$ cat src/rtl/ibex_multdiv_iter_if.sv
// Bus bundle between ID/WB, the iterative mult/div unit and the shared ALU adder.
interface ibex_multdiv_iter_if;
    localparam int unsigned DATA_W = 32;

    logic                en_i;
    logic [2:0]          operator_i;
    logic [DATA_W-1:0]   op_a_i;
    logic [DATA_W-1:0]   op_b_i;
    logic [DATA_W:0]     alu_operand_a_o;
    logic [DATA_W:0]     alu_operand_b_o;
    logic                alu_sel_o;
    logic [DATA_W+1:0]   alu_adder_ext_i;
    logic                valid_o;
    logic [DATA_W-1:0]   result_o;

    // Requester side, which also closes the loop through the ALU adder.
    modport master (
        output en_i, operator_i, op_a_i, op_b_i, alu_adder_ext_i,
        input  alu_operand_a_o, alu_operand_b_o, alu_sel_o, valid_o, result_o
    );

    // The mult/div unit itself.
    modport slave (
        input  en_i, operator_i, op_a_i, op_b_i, alu_adder_ext_i,
        output alu_operand_a_o, alu_operand_b_o, alu_sel_o, valid_o, result_o
    );
endinterface

$ cat src/rtl/ibex_multdiv_iter.sv
// Iterative 32-bit radix-2 shift-add multiplier / restoring divider sharing the ALU adder.
module ibex_multdiv_iter (
    input  logic               clk_i,
    input  logic               rst_i,
    ibex_multdiv_iter_if.slave bus
);
    localparam int unsigned W     = 32;
    localparam int unsigned CNT_W = 5;

    localparam logic [2:0] OP_MUL   = 3'd0;
    localparam logic [2:0] OP_MULHU = 3'd1;
    localparam logic [2:0] OP_DIV   = 3'd2;
    localparam logic [2:0] OP_DIVU  = 3'd3;
    localparam logic [2:0] OP_REM   = 3'd4;
    localparam logic [2:0] OP_REMU  = 3'd5;

    typedef enum logic [2:0] {
        S_IDLE    = 3'd0,
        S_ABS_A   = 3'd1,
        S_ABS_B   = 3'd2,
        S_ITER    = 3'd3,
        S_NEG_RES = 3'd4,
        S_DONE    = 3'd5
    } state_e;

    function automatic logic f_is_div(input logic [2:0] op);
        return (op == OP_DIV) || (op == OP_DIVU) || (op == OP_REM) || (op == OP_REMU);
    endfunction

    function automatic logic f_is_signed(input logic [2:0] op);
        return (op == OP_DIV) || (op == OP_REM);
    endfunction

    function automatic logic f_is_rem(input logic [2:0] op);
        return (op == OP_REM) || (op == OP_REMU);
    endfunction

    // r_hi is the multiply accumulator or the divide remainder; r_lo is the multiplier or
    // the dividend/quotient shift register; r_d is the multiplicand or divisor.
    state_e           r_state, w_state_nxt;
    logic [W-1:0]     r_hi, w_hi_nxt;
    logic [W-1:0]     r_lo, w_lo_nxt;
    logic [W-1:0]     r_d, w_d_nxt;
    logic [W-1:0]     r_result, w_result_nxt;
    logic [2:0]       r_op, w_op_nxt;
    logic             r_sign, w_sign_nxt;
    logic [CNT_W-1:0] r_cnt, w_cnt_nxt;

    logic [W:0]       w_alu_a, w_alu_b;
    logic [W-1:0]     w_sum;
    logic             w_carry;
    logic [W-1:0]     w_shift;
    logic [W-1:0]     w_sel;
    logic [2:0]       w_in_op;
    logic             w_take;
    logic             w_unused_lsb;

    assign w_sum        = bus.alu_adder_ext_i[W:1];
    assign w_carry      = bus.alu_adder_ext_i[W+1];
    assign w_unused_lsb = bus.alu_adder_ext_i[0];
    assign w_shift      = {r_hi[W-2:0], r_lo[W-1]};
    assign w_sel        = f_is_rem(r_op) ? r_hi : r_lo;
    assign w_in_op      = (bus.operator_i > OP_REMU) ? OP_MUL : bus.operator_i;
    assign w_take       = r_hi[W-1] | w_carry;

    // Operand drive for the shared adder; zero whenever the unit is not busy.
    always_comb begin
        w_alu_a = '0;
        w_alu_b = '0;
        case (r_state)
            S_ABS_A: begin
                w_alu_a = {{W{1'b0}}, 1'b1};
                w_alu_b = {~r_lo, 1'b1};
            end
            S_ABS_B: begin
                w_alu_a = {{W{1'b0}}, 1'b1};
                w_alu_b = {~r_d, 1'b1};
            end
            S_ITER: begin
                if (f_is_div(r_op)) begin
                    w_alu_a = {w_shift, 1'b1};
                    w_alu_b = {~r_d, 1'b1};
                end else begin
                    w_alu_a = {r_hi, 1'b1};
                    w_alu_b = {(r_lo[0] ? r_d : {W{1'b0}}), 1'b0};
                end
            end
            S_NEG_RES: begin
                w_alu_a = {{W{1'b0}}, 1'b1};
                w_alu_b = {~w_sel, 1'b1};
            end
            default: ;
        endcase
    end

    // Next-state and datapath update.
    always_comb begin
        w_state_nxt  = r_state;
        w_hi_nxt     = r_hi;
        w_lo_nxt     = r_lo;
        w_d_nxt      = r_d;
        w_op_nxt     = r_op;
        w_sign_nxt   = r_sign;
        w_cnt_nxt    = r_cnt;
        w_result_nxt = r_result;
        case (r_state)
            S_IDLE: begin
                if (bus.en_i) begin
                    w_op_nxt   = w_in_op;
                    w_hi_nxt   = '0;
                    w_sign_nxt = 1'b0;
                    w_cnt_nxt  = CNT_W'(W - 1);
                    if (f_is_div(w_in_op)) begin
                        w_lo_nxt = bus.op_a_i;
                        w_d_nxt  = bus.op_b_i;
                    end else begin
                        w_lo_nxt = bus.op_b_i;
                        w_d_nxt  = bus.op_a_i;
                    end
                    if (f_is_div(w_in_op) && (bus.op_b_i == '0)) begin
                        w_lo_nxt    = '1;
                        w_hi_nxt    = bus.op_a_i;
                        w_state_nxt = S_DONE;
                    end else if (f_is_signed(w_in_op)) begin
                        w_state_nxt = S_ABS_A;
                    end else begin
                        w_state_nxt = S_ITER;
                    end
                end
            end
            S_ABS_A: begin
                if (!bus.en_i) begin
                    w_state_nxt = S_IDLE;
                end else begin
                    if (r_lo[W-1]) w_lo_nxt = w_sum;
                    w_sign_nxt  = f_is_rem(r_op) ? r_lo[W-1] : (r_lo[W-1] ^ r_d[W-1]);
                    w_state_nxt = S_ABS_B;
                end
            end
            S_ABS_B: begin
                if (!bus.en_i) begin
                    w_state_nxt = S_IDLE;
                end else begin
                    if (r_d[W-1]) w_d_nxt = w_sum;
                    w_state_nxt = S_ITER;
                end
            end
            S_ITER: begin
                if (!bus.en_i) begin
                    w_state_nxt = S_IDLE;
                end else begin
                    if (f_is_div(r_op)) begin
                        w_hi_nxt = w_take ? w_sum : w_shift;
                        w_lo_nxt = {r_lo[W-2:0], w_take};
                    end else begin
                        {w_hi_nxt, w_lo_nxt} = {w_carry, w_sum, r_lo[W-1:1]};
                    end
                    w_cnt_nxt = r_cnt - CNT_W'(1);
                    if (r_cnt == '0) begin
                        w_state_nxt = f_is_signed(r_op) ? S_NEG_RES : S_DONE;
                    end
                end
            end
            S_NEG_RES: begin
                if (!bus.en_i) begin
                    w_state_nxt = S_IDLE;
                end else begin
                    if (r_sign) begin
                        if (f_is_rem(r_op)) w_hi_nxt = w_sum;
                        else                w_lo_nxt = w_sum;
                    end
                    w_state_nxt = S_DONE;
                end
            end
            S_DONE: begin
                if (!bus.en_i) w_state_nxt = S_IDLE;
            end
            default: w_state_nxt = S_IDLE;
        endcase
        // Capture the result on entry to DONE so result_o is a flop held through DONE.
        if ((w_state_nxt == S_DONE) && (r_state != S_DONE)) begin
            if ((w_op_nxt == OP_MULHU) || f_is_rem(w_op_nxt)) w_result_nxt = w_hi_nxt;
            else                                              w_result_nxt = w_lo_nxt;
        end
    end

    // State and datapath registers with synchronous reset.
    always_ff @(posedge clk_i) begin
        if (rst_i) begin
            r_state  <= S_IDLE;
            r_hi     <= '0;
            r_lo     <= '0;
            r_d      <= '0;
            r_result <= '0;
            r_op     <= '0;
            r_sign   <= 1'b0;
            r_cnt    <= '0;
        end else begin
            r_state  <= w_state_nxt;
            r_hi     <= w_hi_nxt;
            r_lo     <= w_lo_nxt;
            r_d      <= w_d_nxt;
            r_result <= w_result_nxt;
            r_op     <= w_op_nxt;
            r_sign   <= w_sign_nxt;
            r_cnt    <= w_cnt_nxt;
        end
    end

    assign bus.alu_operand_a_o = w_alu_a;
    assign bus.alu_operand_b_o = w_alu_b;
    assign bus.alu_sel_o       = (r_state == S_ABS_A) || (r_state == S_ABS_B) ||
                                 (r_state == S_ITER)  || (r_state == S_NEG_RES);
    assign bus.valid_o         = (r_state == S_DONE);
    assign bus.result_o        = r_result;

endmodule

$ cat src/flat_wrapper.sv
// flat-port wrapper written by rule: the top's interface ports become plain ports
module ibex_multdiv_iter_flat 
  (clk_i, rst_i, bus_en_i, bus_operator_i, bus_op_a_i, bus_op_b_i, bus_alu_adder_ext_i, bus_alu_operand_a_o, bus_alu_operand_b_o, bus_alu_sel_o, bus_valid_o, bus_result_o);
  ibex_multdiv_iter_if bus_i ();
  input  logic clk_i;
  input  logic rst_i;
  input wire logic [$bits(bus_i.en_i)-1:0] bus_en_i;
  input wire logic [$bits(bus_i.operator_i)-1:0] bus_operator_i;
  input wire logic [$bits(bus_i.op_a_i)-1:0] bus_op_a_i;
  input wire logic [$bits(bus_i.op_b_i)-1:0] bus_op_b_i;
  input wire logic [$bits(bus_i.alu_adder_ext_i)-1:0] bus_alu_adder_ext_i;
  output wire logic [$bits(bus_i.alu_operand_a_o)-1:0] bus_alu_operand_a_o;
  output wire logic [$bits(bus_i.alu_operand_b_o)-1:0] bus_alu_operand_b_o;
  output wire logic [$bits(bus_i.alu_sel_o)-1:0] bus_alu_sel_o;
  output wire logic [$bits(bus_i.valid_o)-1:0] bus_valid_o;
  output wire logic [$bits(bus_i.result_o)-1:0] bus_result_o;
  assign bus_i.en_i = bus_en_i;
  assign bus_i.operator_i = bus_operator_i;
  assign bus_i.op_a_i = bus_op_a_i;
  assign bus_i.op_b_i = bus_op_b_i;
  assign bus_i.alu_adder_ext_i = bus_alu_adder_ext_i;
  assign bus_alu_operand_a_o = bus_i.alu_operand_a_o;
  assign bus_alu_operand_b_o = bus_i.alu_operand_b_o;
  assign bus_alu_sel_o = bus_i.alu_sel_o;
  assign bus_valid_o = bus_i.valid_o;
  assign bus_result_o = bus_i.result_o;
  ibex_multdiv_iter u_core (.clk_i(clk_i), .rst_i(rst_i), .bus(bus_i));
endmodule
$ cat config.mk
export PLATFORM = sky130hd
export DESIGN_NAME = ibex_multdiv_iter_flat
export DESIGN_NICKNAME = d
export VERILOG_FILES = /design/src/rtl/ibex_multdiv_iter_if.sv /design/src/rtl/ibex_multdiv_iter.sv /design/src/flat_wrapper.sv
export SDC_FILE = /design/constraint.sdc
export NUM_CORES = 1
export LEC_CHECK = 0
export CORE_AREA = 2 2 152 154
export DETAILED_ROUTE_END_ITERATION = 6
export DIE_AREA = 0 0 154 156
export GPL_TIMING_DRIVEN = 0
export HOLD_SLACK_MARGIN = 0.02
export PLACE_DENSITY = 0.76
export SYNTH_ARGS = -nofsm -noshare
export SYNTH_HDL_FRONTEND = slang
export SYNTH_SLANG_ARGS = --single-unit
$ cat constraint.sdc
create_clock -name clk_i -period 8 [get_ports clk_i]
set_input_delay 2 -clock clk_i [delete_from_list [all_inputs] [get_ports clk_i]]
set_output_delay 2 -clock clk_i [all_outputs]
set_load 0.03 [all_outputs]
# Word level (Yosys, flattened, before mapping)

Index checks and enable logic that the tools add are counted.

Register bits after elaboration: 140
Logic and storage cells: 119
Output and inout bits: 100
Input bits: 104

Equality and inequality tests: 23
Order comparisons: 1
Reduce and logical (&&, ||, !) cells: 27
$add $sub $neg: 1
Multiplexer cells: 53
Bitwise gates (word level): 5

Operators with widths:

| operator            | number |
|---|---|
| $mux 32             | 25 |
| $pmux 33 s4         | 1 |
| $pmux 32 s4         | 1 |
| $not 32->32         | 3 |
| $pmux 32 s3         | 1 |
| $mux 33             | 2 |
| $pmux 33 s2         | 1 |
| $pmux 32 s2         | 1 |
| $logic_not 32->1    | 1 |
| $eq 3x3->1 const B  | 9 |
| $mux 3              | 9 |
| $eq 3x2->1 const B  | 6 |
| $pmux 3 s6          | 1 |
| $logic_or 1x1->1    | 14 |
| $mux 5              | 2 |
| $pmux 5 s2          | 1 |
| $reduce_and 3->1    | 3 |
| $ne 2x2->1 const B  | 4 |
| $eq 3x1->1 const B  | 2 |
| $mux 2              | 3 |
| $reduce_bool 2->1   | 3 |
| $logic_not 5->1     | 1 |
| $sub 5x1->5 const B | 1 |
| $mux 1              | 4 |
| other kinds (10)    | 11 |

# Longest topological paths before layout

Depth after elaboration: 12
Depth in mapped cells: 11
Depth with buffers taken out: 9

# Least setup slack after synthesis

OpenSTA, ideal clock, no wires.

Path kind: input -> register
From: in bus_operator_i[1]
To: reg u_core.r_result[20] (netlist: u_core.bus.result_o[20])
Setup slack: 3.911 ns
Data required time: 7.878 ns
Data arrival time: 3.967 ns
Stages: 10
Buffers on the path: 2
Setup time: 0.122 ns
Cells stage by stage: inv_1 > ha_1 > buf_2 > buf_1 > mux2i_1 > a211oi_1 > nor3_1 > o221ai_1 > and2_1 > a221o_1

Word-level cells in the longest chain between the ends: 12
Elaborated cells between the ends (all ways): 32
Those cells by class: order compare (1); eq/ne (8); mux (15); reduce/logical (8)

RTL lines:

| item                                 | RTL line                                         | source |
|---|---|---|
| start, declared                      | flat_wrapper.sv:8                                | `input wire logic [$bits(bus_i.operator_i)-1:0] bus_operator_i;` |
| $gt 3x3->1                           | ibex_multdiv_iter.sv:63                          | `assign w_in_op = (bus.operator_i > OP_REMU) ? OP_MUL : bus.operator_i;` |
| $mux 3 *                             | ibex_multdiv_iter.sv:63                          |  |
| $eq 3x2->1, on equally long branches | ibex_multdiv_iter.sv:27, ibex_multdiv_iter.sv:31 |  |
| $logic_or 1x1->1 (3 in series)       | ibex_multdiv_iter.sv:27                          | `return (op == OP_DIV) \|\| (op == OP_DIVU) \|\| (op == OP_REM) \|\| (op == OP_REMU);` |
| $logic_and 1x1->1                    | ibex_multdiv_iter.sv:120                         | `if (f_is_div(w_in_op) && (bus.op_b_i == '0)) begin` |
| $mux 3                               | ibex_multdiv_iter.sv:120                         |  |
| $mux 3                               | ibex_multdiv_iter.sv:108                         | `if (bus.en_i) begin` |
| $pmux 3 s6                           | ibex_multdiv_iter.sv:106                         | `case (r_state)` |
| $eq 3x3->1                           | ibex_multdiv_iter.sv:181                         | `if ((w_state_nxt == S_DONE) && (r_state != S_DONE)) begin` |
| $logic_and 1x1->1                    | ibex_multdiv_iter.sv:181                         |  |
| end signal, assigned                 | ibex_multdiv_iter.sv:203                         | `r_result <= w_result_nxt;` |
| end, declared                        | ibex_multdiv_iter.sv:44                          | `logic [W-1:0] r_result, w_result_nxt;` |

Every way passes the cells marked *; elsewhere a longest branch is shown, timed or not.
A chain may end at the register's enable or synchronous reset.

# Worst setup path in the final report

From: reg u_core.r_op[1]
To: out bus_alu_operand_b_o[3]

Word-level cells in the longest chain between the ends: 6
Elaborated cells between the ends (all ways): 12
Those cells by class: eq/ne (4); mux (3); bitwise (1); reduce/logical (4)

RTL lines:

| item                           | RTL line                 | source |
|---|---|---|
| start, declared                | ibex_multdiv_iter.sv:45  | `logic [2:0] r_op, w_op_nxt;` |
| start signal, assigned         | ibex_multdiv_iter.sv:204 | `r_op <= w_op_nxt;` |
| $eq 3x2->1                     | ibex_multdiv_iter.sv:27  |  |
| $logic_or 1x1->1 (3 in series) | ibex_multdiv_iter.sv:27  |  |
| $mux 33                        | ibex_multdiv_iter.sv:80  | `if (f_is_div(r_op)) begin` |
| $pmux 33 s4 *                  | ibex_multdiv_iter.sv:70  | `case (r_state)` |
| end, declared                  | flat_wrapper.sv:13       | `output wire logic [$bits(bus_i.alu_operand_b_o)-1:0] bus_alu_operand_b_o;` |

Marked as above.

==> flow_summary_export.csv <==
group,metric,value,unit
clocking,cts_resized,0,
sta,fin_crit,6.10,ns
critical_path,reg2reg_from,"u_core.r_state[2]",
critical_path,startpoint_type,"flop",
finish,num_antenna_cells,0,
floorplan,rows,55,
clocking,postCtsHoldBufs,0,
detailed_routing,dr.pass1.iters,7,
synthesis,synthesis.area,0.0110,mm²
synthesis,post-synth-top-area-cell,"dfxtp_1",
finish,area_growth,26.9,%
sta,finClkSkew,0.0122,ns
placed_design,placed_cells,2073,
synthesis,synth_compound_area_share,30.0,%
pwr,powerDensity,169,mW/mm²
critical_path,cp.arrival,4.10,ns
grt,grt_max_degree,17,
floorplan,io_pins,204,
placed_design,place_congestion,1.03,
detailed_routing,met2_wirelength,22700,µm
clocking,clock-sinks,140,
synthesis,synth_top_family_by_area,"compound AO/OA/AOI/OAI gates",
synthesis,synth_cells,1588,
grt,grt_pass1_vias,13400,
placed_design,dp.final_hpwl,38700,µm
detailed_routing,wl_met1,19700,µm
detailed_routing,routed-wl-met3,7010,µm
synthesis,syn_area_per_cell,6.95,µm²
synthesis,yosys-top-cells-area,"dfxtp_1, mux2i_1, nand2_1, a21oi_1, nor2_1",
clocking,cts-root-buf,"clkbuf_16",
finish,layout.cells.non_filler,2104,
detailed_routing,vias,14300,
sta,maxSlewHeadroom,23.8,%
finish,fillers,2092,
placed_design,port_buffers,200,
pwr,leakagePower,0.00495,µW
finish,sequential_cell_area,0.00280,mm²
outcome,status,"finished with violations",
synthesis,synthTopCellsByCount,"nand2_1, a21oi_1, nor2_1, dfxtp_1, mux2i_1",
detailed_routing,route.detailed.drc,1,
finish,drive_gt1_share,5.11,%
clocking,cts_made_buffers,17,
grt,grt_first_pass_wirelength,79700,µm
detailed_routing,first_iter_violations,2004,
sta,max_clock_freq,164,MHz
synthesis,ys_async_sr_fraction,0,%
critical_path,cp-startpoint,"u_core.r_op[1]",
synthesis,ys.warnings.count,0,
critical_path,critPathMaxFanout,10,
clocking,clk_pin_slew_worst_paths,0.07,ns
sta,tightestPinTransition,1.14,ns
detailed_routing,vias_per_cell,6.80,
synthesis,synth.area.mux_share,11.8,%
grt,grt_antenna_before_repair,1,
clocking,clk-insertion-delay-late,0.45,ns
sta,drv_slew,0,
synthesis,synthSimpleGateAreaFrac,24.6,%
critical_path,required,6.00,ns
sta,finalSetupViolations,0,
synthesis,ys_types,57,
synthesis,yosysSeqAreaShare,25.4,%
synthesis,ys_ff_latch,140,
detailed_routing,top_layer,"met5",
detailed_routing,antenna_left,0,
hold_path,min-delay-start,"u_core.bus.result_o[31]",
sta,tns,0,ns
synthesis,yosys.area_share.xor_xnor,0.782,%
floorplan,core,0.0224,mm²
synthesis,synth_top_area_share,25.4,%
clocking,cts_tree,"built",
grt,grt_usage,43.3,%
floorplan,dieArea,0.0240,mm²
synthesis,yosys.cell_count.top_type,"nand2_1",
critical_path,end_kind,"output port",
pwr,ir_drop,0.000136,V
grt,globalRoute.totalOverflow,0,
clocking,cts_setup_buffers,0,
clocking,h-tree-depth,4,
synthesis,synth-adder-area-share,0.567,%
clocking,cts_max_path_buffers,2,
hold_path,hold_class,"reg2reg",
finish,multi_input_area,0.00747,mm²
outcome,violations,"DRC",
detailed_routing,wirelength,53500,µm
sta,post-route-period-util,76.3,%
sta,rsz0062_at_grt,"no",
floorplan,initial_core_util,49.3,%
critical_path,path_class,"reg2out",
floorplan,die_w,154,µm
floorplan,die_height,156,µm
run,drv_cap,0,
pwr,finalPower,2370,µW
synthesis,synth_edf_count,0,
sta,finalHoldViolCount,0,
detailed_routing,wl_per_cell,25.4,µm
synthesis,syn-num-nets,1697,
finish,final_net_count,1916,
synthesis,synth_ff_type,"dfxtp_1",
## stage by stage
stage	worst slack [ns]	hold slack, ns	area, µm²	utilization, %
2_1_floorplan	3.91	0.448	11000	-
3_3_place_gp	1.98	0.439	13400	59.9
3_5_place_dp	2.01	0.445	13400	59.9
4_1_cts	2.10	0.460	14000	62.6
5_1_grt	1.93	0.470	14000	62.6
6_report	1.90	0.464	14000	62.6
## cell usage in the layout (no fill, tap or decap), drive strengths merged, types with 5 or more instances in the layout
cell           instances
nand2b                 5
ha                     5
nand4                 14
o211ai                11
clkbuf               125
nor2                 147
mux2                  14
a221o                 20
nor4                  10
o21ai                 79
a211oi                64
buf                   54
nand3                 26
a311oi                12
nor3                  72
a21oi                207
or2                    5
a222oi                20
xnor2                  6
a221oi                11
mux2i                114
o221ai                53
nor3b                 13
clkdlybuf4s50        200
a31oi                 20
inv                   28
and2                  23
dfxtp                140
nand2                280
## area by class of cell
class                           instances  share of cell area, %
Multi-Input combinational cell       1262                   53.4
Timing Repair Buffer                  200                   14.3
Tap cell                              285                   2.55
Inverter                               26                  0.697
Clock inverter                         12                   1.17
Sequential cell                       140                   20.0
Buffer                                160                   4.71
Clock buffer                           19                   3.16
## state kept, by name (all words and copies together) (netlist names)
name,cells
u_core.r_cnt,5
u_core.r_d,32
u_core.r_state,3
u_core.r_op,3
u_core.r_lo,32
u_core.r_hi,32
u_core.bus.result_o,32
u_core.r_sign,1
## per-layer routing
metal	global-route usage, %	vias to the layer above
li1	-	6256
met1	53.8	6503
met2	66.2	1251
met3	10.4	285
met4	30.2	2
met5	0	-
## path summary, 6_finish.rpt
check                             to  slack (ns)  cells after the start
max reg2reg   u_core.bus.result_o[2]        4.75                      9
max           bus_alu_operand_b_o[3]        1.90                     10
min reg2reg  u_core.bus.result_o[31]        0.46                      1
min          u_core.bus.result_o[31]        0.46                      1
## kinds of logic after synthesis
logic type	count (synthesis)
and+or+nand+nor	609
AOI/OAI and AO/OA	511
buffers and inverters	186
DFF	140
muxes	128
xor gates and xnor gates	9
adders and majority gates	5
## report_power, final
group / internal, µW / switching, µW / total [µW]
logic: 259 / 460 / 720
registers: 734 / 54.2 / 788
clock network: 501 / 363 / 863
## critical path, stage by stage (launching register included)
cell	delay [ns]
dfxtp_1	0.30
buf_2	0.17
xnor2_2	0.52
buf_2	0.36
buf_2	0.38
nand3_1	0.35
clkbuf_1	0.39
nand2_1	0.15
o21ai_0	0.11
o221ai_1	0.17
clkdlybuf4s50_1	0.74
(Power assumes the default switching activity.)
